## src/rtl/tlight_pkg.sv

```systemverilog
// Shared definitions for the phased traffic-light controller.
//   state_t  : controller state encoding, also driven on the state output.
//              FLASH exists only when TLIGHT_FLASH_EN is defined.
//   RED/YELLOW/GREEN/OFF : 3-bit lamp codes.
//   lamp_at  : places one phase's lamp code at bits [3k+2:3k] of a
//              maximum-width lights bus.
package tlight_pkg;

  localparam int unsigned MAX_PHASES = 8;

  typedef enum logic [2:0] {
    RESET           = 3'd0,
    READY_TO_GO     = 3'd1,
    GO              = 3'd2,
    PREPARE_TO_STOP = 3'd3,
    ALL_RED         = 3'd4
`ifdef TLIGHT_FLASH_EN
    , FLASH         = 3'd5
`endif
  } state_t;

  localparam logic [2:0] RED    = 3'b100;
  localparam logic [2:0] YELLOW = 3'b010;
  localparam logic [2:0] GREEN  = 3'b001;
  localparam logic [2:0] OFF    = 3'b000;

  function automatic logic [3*MAX_PHASES-1:0] lamp_at(input int unsigned k,
                                                      input logic [2:0] lamp);
    logic [3*MAX_PHASES-1:0] bus;
    bus = {{(3*MAX_PHASES-3){1'b0}}, lamp};
    return bus << (3*k);
  endfunction

endpackage

```

## src/rtl/tlight_next_phase.sv

```systemverilog
// Round-robin phase picker.
//   cur_phase  : phase currently being served.
//   demand     : per-phase service request.
//   next_phase : first phase with demand scanning cur_phase+1 .. cur_phase
//                (wrapping); cur_phase+1 when no demand is present.
module tlight_next_phase #(
  parameter int unsigned N_PHASES = 2
) (
  input  logic [$clog2(N_PHASES)-1:0] cur_phase,
  input  logic [N_PHASES-1:0]         demand,
  output logic [$clog2(N_PHASES)-1:0] next_phase
);

  localparam int unsigned PW = $clog2(N_PHASES);

  // rot[j] is the demand of phase (cur_phase + 1 + j) mod N_PHASES
  logic [N_PHASES-1:0] rot;
  logic                found;

  always_comb begin
    rot        = N_PHASES'({demand, demand} >> (32'(cur_phase) + 32'd1));
    next_phase = PW'((32'(cur_phase) + 32'd1) % N_PHASES);
    found      = 1'b0;
    for (int unsigned j = 0; j < N_PHASES; j++) begin
      if (!found && rot[j]) begin
        next_phase = PW'((32'(cur_phase) + j + 32'd1) % N_PHASES);
        found      = 1'b1;
      end
    end
  end

endmodule

```

## src/rtl/tlight_phased.sv

```systemverilog
// Parametrised multi-phase traffic-light controller.
// Sequences N_PHASES approaches through READY_TO_GO, GO, PREPARE_TO_STOP
// and an optional ALL_RED clearance, choosing the next phase by demand.
// Optional build macro TLIGHT_FLASH_EN adds a maintenance FLASH mode.
// Ports:
//   clock     : system clock, rising edge
//   reset     : synchronous active-high reset
//   demand    : per-phase service request, sampled at phase selection
//   flash_req : maintenance flash request (ignored without TLIGHT_FLASH_EN)
//   lights    : 3-bit lamp code per phase, phase k at [3k+2:3k]
//   cur_phase : phase being served
//   state     : current state_t
module tlight_phased
  import tlight_pkg::*;
#(
  parameter int unsigned N_PHASES    = 2,
  parameter int unsigned CNT_W       = 8,
  parameter int unsigned READY_CYC   = 3,
  parameter int unsigned GO_CYC      = 15,
  parameter int unsigned STOP_CYC    = 1,
  parameter int unsigned ALL_RED_CYC = 0,
  parameter int unsigned FLASH_HALF  = 4
) (
  input  logic                        clock,
  input  logic                        reset,
  input  logic [N_PHASES-1:0]         demand,
  input  logic                        flash_req,
  output logic [3*N_PHASES-1:0]       lights,
  output logic [$clog2(N_PHASES)-1:0] cur_phase,
  output logic [2:0]                  state
);

  localparam int unsigned PW = $clog2(N_PHASES);

  if (N_PHASES < 2 || N_PHASES > MAX_PHASES) begin : g_bad_phases
    $error("tlight_phased: N_PHASES must be within 2..8");
  end
  if (READY_CYC == 0 || GO_CYC == 0 || STOP_CYC == 0 || FLASH_HALF == 0) begin : g_bad_zero
    $error("tlight_phased: READY_CYC, GO_CYC, STOP_CYC and FLASH_HALF must be >= 1");
  end
  if (64'(READY_CYC) > (64'd1 << CNT_W) || 64'(GO_CYC) > (64'd1 << CNT_W) ||
      64'(STOP_CYC) > (64'd1 << CNT_W) || 64'(ALL_RED_CYC) > (64'd1 << CNT_W) ||
      64'(FLASH_HALF) > (64'd1 << CNT_W)) begin : g_bad_width
    $error("tlight_phased: a duration exceeds the dwell counter range");
  end

  localparam logic [CNT_W-1:0] READY_LD = CNT_W'(READY_CYC - 1);
  localparam logic [CNT_W-1:0] GO_LD    = CNT_W'(GO_CYC - 1);
  localparam logic [CNT_W-1:0] STOP_LD  = CNT_W'(STOP_CYC - 1);
  localparam logic [CNT_W-1:0] AR_LD    = CNT_W'((ALL_RED_CYC != 0) ? ALL_RED_CYC - 1 : 0);
`ifdef TLIGHT_FLASH_EN
  localparam logic [CNT_W-1:0] FLASH_LD = CNT_W'(FLASH_HALF - 1);
`endif

  state_t           state_q, state_d;
  logic [PW-1:0]    phase_q, phase_d, nxt;
  logic [CNT_W-1:0] cnt_q, cnt_d;
`ifdef TLIGHT_FLASH_EN
  logic             on_q, on_d;
`endif

  tlight_next_phase #(
    .N_PHASES(N_PHASES)
  ) u_next (
    .cur_phase (phase_q),
    .demand    (demand),
    .next_phase(nxt)
  );

  always_ff @(posedge clock) begin
    if (reset) begin
      state_q <= RESET;
      phase_q <= '0;
      cnt_q   <= '0;
    end else begin
      state_q <= state_d;
      phase_q <= phase_d;
      cnt_q   <= cnt_d;
    end
  end

`ifdef TLIGHT_FLASH_EN
  always_ff @(posedge clock) begin
    if (reset) on_q <= 1'b0;
    else       on_q <= on_d;
  end
`endif

  always_comb begin
    state_d = state_q;
    phase_d = phase_q;
    cnt_d   = cnt_q - CNT_W'(1);
`ifdef TLIGHT_FLASH_EN
    on_d    = on_q;
`endif
    unique case (state_q)
      RESET: begin
        state_d = READY_TO_GO;
        phase_d = '0;
        cnt_d   = READY_LD;
      end
      READY_TO_GO: if (cnt_q == '0) begin
        state_d = GO;
        cnt_d   = GO_LD;
      end
      GO: if (cnt_q == '0) begin
        state_d = PREPARE_TO_STOP;
        cnt_d   = STOP_LD;
      end
      PREPARE_TO_STOP: if (cnt_q == '0) begin
        if (ALL_RED_CYC != 0) begin
          state_d = ALL_RED;
          cnt_d   = AR_LD;
        end else begin
          state_d = READY_TO_GO;
          phase_d = nxt;
          cnt_d   = READY_LD;
        end
      end
      ALL_RED: if (cnt_q == '0) begin
        state_d = READY_TO_GO;
        phase_d = nxt;
        cnt_d   = READY_LD;
      end
`ifdef TLIGHT_FLASH_EN
      FLASH: if (cnt_q == '0) begin
        cnt_d = FLASH_LD;
        on_d  = !on_q;
      end
`endif
      default: begin
        state_d = RESET;
        phase_d = '0;
        cnt_d   = '0;
      end
    endcase
`ifdef TLIGHT_FLASH_EN
    // Flash overrides the normal sequence from any running state; the
    // FLASH case above only handles the yellow/off toggling while held.
    if (flash_req && state_q != RESET) begin
      state_d = FLASH;
      phase_d = phase_q;
      if (state_q != FLASH) begin
        cnt_d = FLASH_LD;
        on_d  = 1'b1;
      end
    end else if (state_q == FLASH) begin
      state_d = RESET;
      phase_d = '0;
      cnt_d   = '0;
    end
`endif
  end

  logic [3*MAX_PHASES-1:0] bus;
  logic [2:0]              lamp;

  always_comb begin
    bus  = '0;
    lamp = RED;
    for (int unsigned k = 0; k < N_PHASES; k++) begin
      lamp = RED;
      if (PW'(k) == phase_q) begin
        if (state_q == GO)
          lamp = GREEN;
        else if (state_q == READY_TO_GO || state_q == PREPARE_TO_STOP)
          lamp = YELLOW;
      end
`ifdef TLIGHT_FLASH_EN
      if (state_q == FLASH) lamp = on_q ? YELLOW : OFF;
`endif
      bus = bus | lamp_at(k, lamp);
    end
  end

  assign lights    = bus[3*N_PHASES-1:0];
  assign cur_phase = phase_q;
  assign state     = state_q;

  // Upper bus bits beyond N_PHASES and flash_req in the non-flash build
  // carry no information.
  logic unused_ok;
  assign unused_ok = ^{bus, flash_req};

endmodule

```

## config.mk

```make
export PLATFORM = sky130hd
export DESIGN_NAME = tlight_phased
export DESIGN_NICKNAME = d
export VERILOG_FILES = /design/src/rtl/tlight_pkg.sv /design/src/rtl/tlight_next_phase.sv /design/src/rtl/tlight_phased.sv
export SDC_FILE = /design/constraint.sdc
export NUM_CORES = 1
export LEC_CHECK = 0
export BUFFER_PORTS_ARGS = -buffer_cell sky130_fd_sc_hd__buf_2
export CAP_MARGIN = 20
export CORE_AREA = 2 2 51 53
export CTS_CLUSTER_DIAMETER = 40
export DETAILED_ROUTE_END_ITERATION = 12
export DIE_AREA = 0 0 53 55
export GPL_TIMING_DRIVEN = 0
export RECOVER_POWER = 50
export SYNTH_ARGS = -nofsm -noshare
export SYNTH_HDL_FRONTEND = slang
export SYNTH_SLANG_ARGS = --single-unit
```

## constraint.sdc

```tcl
create_clock -name clock -period 1.8 [get_ports clock]
set_input_delay 0.36 -clock clock [delete_from_list [all_inputs] [get_ports clock]]
set_output_delay 0.36 -clock clock [all_outputs]
set_load 0.005 [all_outputs]
```

==> results of run 1 <==
-- worst reg2reg max path: stages (launching register included) --
cell,delay (ps)
dfxtp_1,340
or4_1,510
buf_2,180
or4_1,470
a21oi_1,130
-- power breakdown --
part	switching (mW)	internal [mW]	total [mW]
clock	0.0920	0.0823	0.174
combinational	0.410	0.378	0.788
sequential	0.0929	0.334	0.427
-- layer usage --
metal  wire length [microns]  up-vias
met3                      62        5
li1                        -      321
met4                      28        0
met1                     570      288
met5                       0        -
met2                     652       13
-- registers in the layout, summed over array words and instances (netlist names) --
name       count
cnt_q          8
state          2
cur_phase      1
-- logic make-up after synthesis --
family,Yosys count
AO/OA/AOI/OAI,19
AND/OR/NAND/NOR,30
flip-flops,11
adder cells (fa/ha/maj),7
buffers and inverters,9
multiplexers,1
XOR/XNOR,3
other,1
-- cell type report --
class,count,share of cell area (%)
Clock inverter,1,0.615
Inverter,6,2.77
Clock buffer,3,2.77
Buffer,3,2.00
Timing Repair Buffer,12,6.77
Tap cell,30,4.62
Multi-Input combinational cell,61,52.8
Sequential cell,11,27.7
-- placed cells by master (no fill, tap or decap), types with 2 or more instances in the layout --
master	instances
a21oi_1	5
o211ai_1	2
buf_2	8
dfxtp_1	9
or4_1	4
clkbuf_1	5
o21ai_0	3
nor3b_1	2
ha_1	7
nand2_1	5
clkbuf_4	3
inv_1	6
and2_1	2
nor2_1	4
xnor2_1	3
or3_1	2
nor2b_1	4
nor3_1	2
-- repair_timing --
item	in CTS	in global routing
cloned	0	0
resized for setup	2	5
setup endpoints to repair	3	10
-- worst paths after layout --
path / cells past startpoint / slack, ps / end
max: 4 / 70 / lights[2]
max reg2reg: 4 / 130 / cnt_q[6]
min: 2 / 290 / state[0]
min reg2reg: 1 / 500 / cnt_q[0]
-- metrics by stage --
step | power (mW) | instances
after floorplan | 1.00 | 81
after global placement | 1.19 | 123
after detailed placement | 1.20 | 123
after CTS | 1.39 | 127
after global routing | 1.54 | 127
final | 1.39 | 127
==> flow_summary.yaml, run 1 <==
layout:
  fin_nets: 110
  seqCellArea_sq_um: 225
  drive_above_1_share_pct: 19.6
  fin_area_sq_um: 813
  multiInputGateArea_sq_um: 429
  antenna-diode-count: 0
  n_fill_cell: 257
  final_util_pct: 34.4
  syn2layout_area_growth_pct: 18.6
clock_network:
  root_buffer: "clkbuf_4"
  cts_sinks: 11
  htree_levels: 1
  holdBufCountCts: 0
  postCtsSetupBuffers: 0
  cts_tree: "yes"
  max-clock-path-buffers: 2
  insertion_delay_ps: 270
  clk_pin_slew_ps: 80
  numCtsBuffers: 3
placed_design:
  pre_cts_ws_ps: -3.77
  io_buffers: 12
  gp_congestion: 0.774
  dp_hpwl_mm: 1.06
  placed_cell_area_sq_um: 783
worst_hold_path:
  min-delay-start: "reset"
  hold_class: "in -> reg"
routing:
  drc: 0
  dr.pass1.iters: 4
  first_iter_violations: 4
  vias_per_cell: 4.94
  wl_per_cell_microns: 10.3
  vias: 627
  wl_mm: 1.31
  postRouteAntennaNets: 0
synth:
  synthAdderAreaFrac_pct: 12.8
  ys_ff_latch: 11
  post-synth-top-count-cell: "dfxtp_1"
  ys_types: 33
  synth-simple-area-share_pct: 25.4
  ys.flop_type: "dfxtp_1"
  yosysSeqAreaShare_pct: 32.1
  muxShareOfSynthArea_pct: 1.46
  synth_warnings: 0
  netlist_top_cells_count: "11 x dfxtp_1, 7 x ha_1, 6 x inv_1, 5 x a21oi_1, 5 x nand2_1"
  synth_edf_count: 0
  yosysTopAreaCell: "dfxtp_1"
  synth_compound_area_share_pct: 18.2
  synthArstFlopShare_pct: 0
  netlist_area_sq_um: 686
  synth_top_family_by_area: "simple AND/OR/NAND/NOR gates"
  synth_xor_area_share_pct: 3.83
  ys_top_cells_by_area: "dfxtp_1 32%, ha_1 13%, or4_1 4.4%"
  syn-instance-count: 81
  yosysTopAreaCellShare_pct: 32.1
  synth_nets: 93
  avgSynthCellArea_sq_um: 8.46
grt:
  overflow: 0
  grt_pass1_vias: 513
  track_usage_pct: 10.6
  grt_antenna_before_repair: 0
  grt_max_degree: 11
  grt_pass1_wl_mm: 2.17
  gr-usage-met3_pct: 2.69
  grt.met2_usage_pct: 16.7
  grt.busiest_layer: "met2"
  grt_util_met1_pct: 12.6
timing:
  hold_violations: 0
  post-route-min-period_ps: 1730
  rsz0062_at_grt: "false"
  report.final.slew_viol_count: 0
  clock_skew_ps: 1.28
  fmaxAchievable_mhz: 579
  whs_ps: 292
  setup-violations-final: 0
  setup_slack_ps: 71.7
  period_share_pct: 96.0
  finalSetupTns_ps: 0
worst_setup_path:
  crit_fanout: 6
  cp_cell_sequence: "inv_1 > ha_1 > or2_2 > buf_2"
  required_ps: 1440
  cp.arrival_ps: 1370
  cp-start-kind: "register"
  cpPeakStageDelay_ps: 370
  end_kind: "output pin"
  crit_type: "reg -> out"
  crit_family: "flip-flops"
  worstPathBufferInverterCount: 2
  rr_startpoint: "cnt_q[4]"
  crit_start: "state[0]"
  cpMaxStageDelayCell: "dfxtp_4"
floorplanning:
  row_count: 18
  ios: 15
  start_util_pct: 29.0
  fp.dieW_microns: 53
  dieArea_sq_mm: 0.00292
  core_sq_mm: 0.00236
  die_h_microns: 55
power:
  leakage_nw: 0.361
  power_density_mw_per_mm2: 1710
  peakVddDrop_mv: 0.830
status:
  status: "finished, final reports clean"
flow_run:
  drv_cap: 0
Note: power is estimated with default switching activity, not from simulation.
==> run 2, diff against run 1 <==
Settings changed: CTS_BUF_LIST from default to sky130_fd_sc_hd__clkbuf_8.
==> flow_summary.yaml, run 2 (synthesized netlist as in run 1, its figures left out) <==
status:
  status: "finished, final reports clean"
routing:
  first_iter_violations: 4
  vias_per_cell: 4.87
  dr.pass1.iters: 4
  vias: 619
  wl_per_cell_microns: 10.6
  postRouteAntennaNets: 0
  drc: 0
  wl_mm: 1.35
clock_network:
  max-clock-path-buffers: 2
  cts_sinks: 11
  htree_levels: 1
  cts_tree: "yes"
  numCtsBuffers: 3
  postCtsSetupBuffers: 0
  holdBufCountCts: 0
  root_buffer: "clkbuf_8"
  clk_pin_slew_ps: 50
  insertion_delay_ps: 230
worst_setup_path:
  crit_type: "reg -> out"
  crit_fanout: 5
  required_ps: 1440
  worst-r2r-setup-slack_ps: 130
  crit_path_end: "lights[2]"
  cp-start-kind: "register"
  worst_r2r_path_depth: 4
  rr_startpoint: "cnt_q[4]"
  cp.arrival_ps: 1350
  regToRegEndpoint: "cnt_q[6]"
  end_kind: "output pin"
  crit_start: "state[1]"
placed_design:
  placed_cell_area_sq_um: 783
  pre_cts_ws_ps: -3.77
  dp_cells: 123
  io_buffers: 12
  gp_congestion: 0.774
  dp_hpwl_mm: 1.06
timing:
  setup_slack_ps: 86.5
  post-route-min-period_ps: 1710
  hold_violations: 0
  period_share_pct: 95.2
  fmaxAchievable_mhz: 584
  setup-violations-final: 0
  clock_skew_ps: 0.788
  report.final.slew_viol_count: 0
  rsz0062_at_grt: "false"
  whs_ps: 336
  finalSetupTns_ps: 0
worst_hold_path:
  hold_class: "in -> reg"
layout:
  fin_cells: 127
  syn2layout_area_growth_pct: 20.6
  antenna-diode-count: 0
  layout_commonest_cell: "dfxtp_1"
  fin_nets: 110
  fin_area_sq_um: 827
  drive_above_1_share_pct: 17.5
  mostFrequentLayoutCells: "10 x dfxtp_1, 7 x buf_2, 7 x ha_1"
  largest_reg_flops: 8
  regMostFlops: "cnt_q"
grt:
  track_usage_pct: 10.6
  grt_pass1_wl_mm: 2.22
  overflow: 0
  grt_antenna_before_repair: 0
  grt_pass1_vias: 521
  grt_max_degree: 11
power:
  leakage_nw: 0.367
  power_density_mw_per_mm2: 1780
  peakVddDrop_mv: 0.957
floorplanning:
  dieArea_sq_mm: 0.00292
  ios: 15
  start_util_pct: 29.0
  core_sq_mm: 0.00236
  row_count: 18
  fp.dieW_microns: 53
  die_h_microns: 55
flow_run:
  drv_cap: 0
==> run 2: changes by cell type in the layout (fill, tap and decap cells not counted), sizes merged <==
cell    delta
buf        -1
clkbuf     +1
==> run 2: power breakdown <==
part           total (mW)  internal (mW)  switching, mW
registers           0.422          0.329         0.0934
logic               0.798          0.379          0.420
clock network       0.250          0.152         0.0977
total                1.47          0.860          0.611
==> run 2: worst max-delay path, stage by stage (launching register included) <==
cell and delay [ps]:
dfxtp_1 390, inv_1 100, ha_1 230, or2_2 270
buf_2 120
==> run 2: final cells by class <==
type                       count  area [sq um]
clock buffer                   3          41.3
timing repair buffer          12          53.8
clock inverter                 1          5.00
sequential                    11           221
fill                         258          1540
tap                           30          37.5
multi-input combinational     61           429
buffer                         3          16.3
inverter                       6          22.5
==> run 2: layer usage <==
metal	global-route usage [%]	vias to the layer above	routed length, microns
li1	-	319	-
met1	12.8	288	593
met2	17.7	10	688
met3	2.96	2	62
met4	4.27	0	4
met5	0	-	0
==> run 2: through the flow <==
stage	utilization [%]	total power [mW]
global placement	33.1	1.19
CTS	35.1	1.47
floorplan	-	1.00
detailed placement	33.1	1.20
finish	35.0	1.47
global route	35.0	1.62
==> run 2: worst min-delay path by stage <==
stage	startpoint	endpoint	cells after the start
finish	reset	state[0]	2
global route	reset	state[0]	2
CTS	reset	cur_phase	2
detailed placement	cnt_q[0]	cnt_q[0]	1
global placement	cnt_q[0]	cnt_q[0]	1
floorplan	reset	cur_phase	1
==> run 2: repair_timing <==
action                                  CTS  global route
gates resized for setup                   1             4
endpoints found under the setup margin    2            10
pin swaps                                 0             0
==> run 3, diff against run 2 <==
Settings changed: CORE_AREA 2 2 51 53 to 2 2 45 47, DIE_AREA 0 0 53 55 to 0 0 47 49.
Clock period 1.8 ns to 1.6 ns, I/O delays scaled along.
==> flow_summary.yaml, run 3 (synthesized netlist as in run 1, its figures left out) <==
timing:
  post-route-min-period_ps: 1630
  report.final.slew_viol_count: 0
  setup_slack_ps: -31.7
  hold_violations: 0
  clock_skew_ps: 6.32
  period_share_pct: 102
  setup-violations-final: 1
  fmaxAchievable_mhz: 613
  rsz0062_at_grt: "true"
routing:
  drc: 0
  top_layer: "met4"
  vias_per_cell: 5.05
  met1_length_microns: 676
  first_iter_violations: 7
  wl_mm: 1.48
  route.met3.wl_microns: 51
  vias: 651
  dr.pass1.iters: 4
  postRouteAntennaNets: 0
  dr_wl_met2_microns: 736
  wl_per_cell_microns: 11.4
power:
  clkPwrFrac_pct: 13.1
  power_switching_mw: 0.798
  pwr-share-comb_pct: 62.5
  swShare_pct: 38.8
  peakVddDrop_mv: 0.965
  pwr-share-seq_pct: 24.3
  cellInternalPower_mw: 1.26
  leakage_nw: 0.420
  power_density_mw_per_mm2: 2180
worst_setup_path:
  worst-r2r-setup-slack_ps: -30
  rr_startpoint: "cnt_q[5]"
  crit_path_end: "cnt_q[6]"
  required_ps: 1780
  worst_r2r_path_depth: 4
  cp_cell_sequence: "or4_4 > buf_8 > or4_4 > a21oi_2"
  crit_top_cell: "or4_4"
  regToRegEndpoint: "cnt_q[6]"
  cp.arrival_ps: 1810
  cpMaxStageDelayCell: "or4_4"
  cpPeakStageDelay_ps: 530
  crit_start: "cnt_q[5]"
  cp-start-kind: "register"
  crit_fanout: 6
  end_kind: "register"
  crit_type: "reg -> reg"
worst_hold_path:
  hold_class: "in -> reg"
layout:
  fin_cells: 129
  mostFrequentLayoutCells: "11 x buf_2, 6 x ha_1"
  final_util_pct: 51.2
  layout_commonest_cell: "buf_2"
  antenna-diode-count: 0
  fin_nets: 115
  largest_reg_flops: 8
  syn2layout_area_growth_pct: 37.4
  n_fill_cell: 182
  regMostFlops: "cnt_q"
  drive_above_1_share_pct: 40.2
floorplanning:
  start_util_pct: 37.2
  fp.dieW_microns: 47
  die_h_microns: 49
  row_count: 16
  dieArea_sq_mm: 0.00230
  ios: 15
  core_sq_mm: 0.00184
grt:
  grt_pass1_wl_mm: 2.60
  grt_antenna_before_repair: 0
  track_usage_pct: 15.2
  grt_pass1_vias: 645
  grt_max_degree: 11
  overflow: 0
clock_network:
  htree_levels: 1
  insertion_delay_ps: 240
  root_buffer: "clkbuf_8"
  holdBufCountCts: 0
  cts_sinks: 11
  clk_pin_slew_ps: 50
  numCtsBuffers: 3
  max-clock-path-buffers: 2
  cts_tree: "yes"
placed_design:
  dp_hpwl_mm: 1.07
  dp_cells: 120
  gp_congestion: 0.834
  io_buffers: 12
flow_run:
  drv_cap: 0
status:
  status: "finished, violations left"
  violations: "negative setup slack"
-- run 3: cell types whose count changed in the layout (fill, tap and decap cells not counted), moves of 3 or more --
| cell | delta |
|---|---|
| clkbuf_1 | -5 |
| dfxtp_1 | -5 |
| buf_2 | +4 |
| buf_4 | +4 |
| a21oi_1 | -3 |
| a21oi_2 | +3 |
| dfxtp_2 | +3 |
-- run 3: how the worst min path moves through the flow --
| stage | cells after the start | to | startpoint | slack [ps] |
|---|---|---|---|---|
| floorplan | 1 | cur_phase | reset | 390 |
| global placement | 1 | cnt_q[0] | cnt_q[0] | 470 |
| detailed placement | 1 | cnt_q[0] | cnt_q[0] | 480 |
| CTS | 2 | state[0] | reset | 290 |
| global route | 2 | state[0] | reset | 300 |
| finish | 2 | state[0] | reset | 300 |
-- run 3: area by class of cell --
cell class | count | area [sq um] | share of cell area, %
multi-input cells | 61 | 472 | 50.1
clock buffers | 3 | 41.3 | 4.38
flip-flops and latches | 11 | 233 | 24.7
well taps | 27 | 33.8 | 3.59
plain buffers | 2 | 22.5 | 2.39
clock inverters | 1 | 3.75 | 0.398
inverters | 6 | 25.0 | 2.66
repair buffers | 18 | 111 | 11.8
-- run 3: worst max-delay path, delay by kind of cell (launching register included) --
| kind | cells | cell delay [ps] |
|---|---|---|
| buffers and inverters | 1 | 150 |
| and+or+nand+nor | 2 | 1000 |
| DFF | 1 | 320 |
| AOI/OAI and AO/OA | 1 | 110 |
-- run 3: power by group through the flow --
stage	registers [mW]	clock network, mW	logic [mW]
floorplan	0.454	0	0.676
detailed placement	0.481	0	0.876
global placement	0.473	0	0.863
finish	0.500	0.270	1.29
CTS	0.485	0.282	1.07
global route	0.519	0.296	1.43
-- run 3: metal layers --
| layer | GRT usage [%] | vias to the layer above |
|---|---|---|
| met2 | 24.2 | 10 |
| met4 | 7.87 | 0 |
| met3 | 2.59 | 2 |
| met5 | 0 | - |
| met1 | 18.8 | 306 |
| li1 | - | 333 |
-- run 3: repair_timing --
action	4_1_cts	5_1_grt
setup endpoints to repair	13	12
resized for setup	15	15
pin swaps	3	7
setup buffers	5	1
-- run 3: through the flow --
stage | cell area [sq um] | hold WS [ps] | setup TNS [ps] | setup slack (ps) | power, mW
4_1_cts | 885 | 289 | -102 | -64.4 | 1.84
3_5_place_dp | 779 | 484 | -1030 | -163 | 1.36
6_report | 942 | 299 | -31.7 | -31.7 | 2.06
5_1_grt | 942 | 304 | -255 | -65.8 | 2.24
2_1_floorplan | 686 | 389 | 0 | 1.00 | 1.13
3_3_place_gp | 779 | 474 | -886 | -141 | 1.34
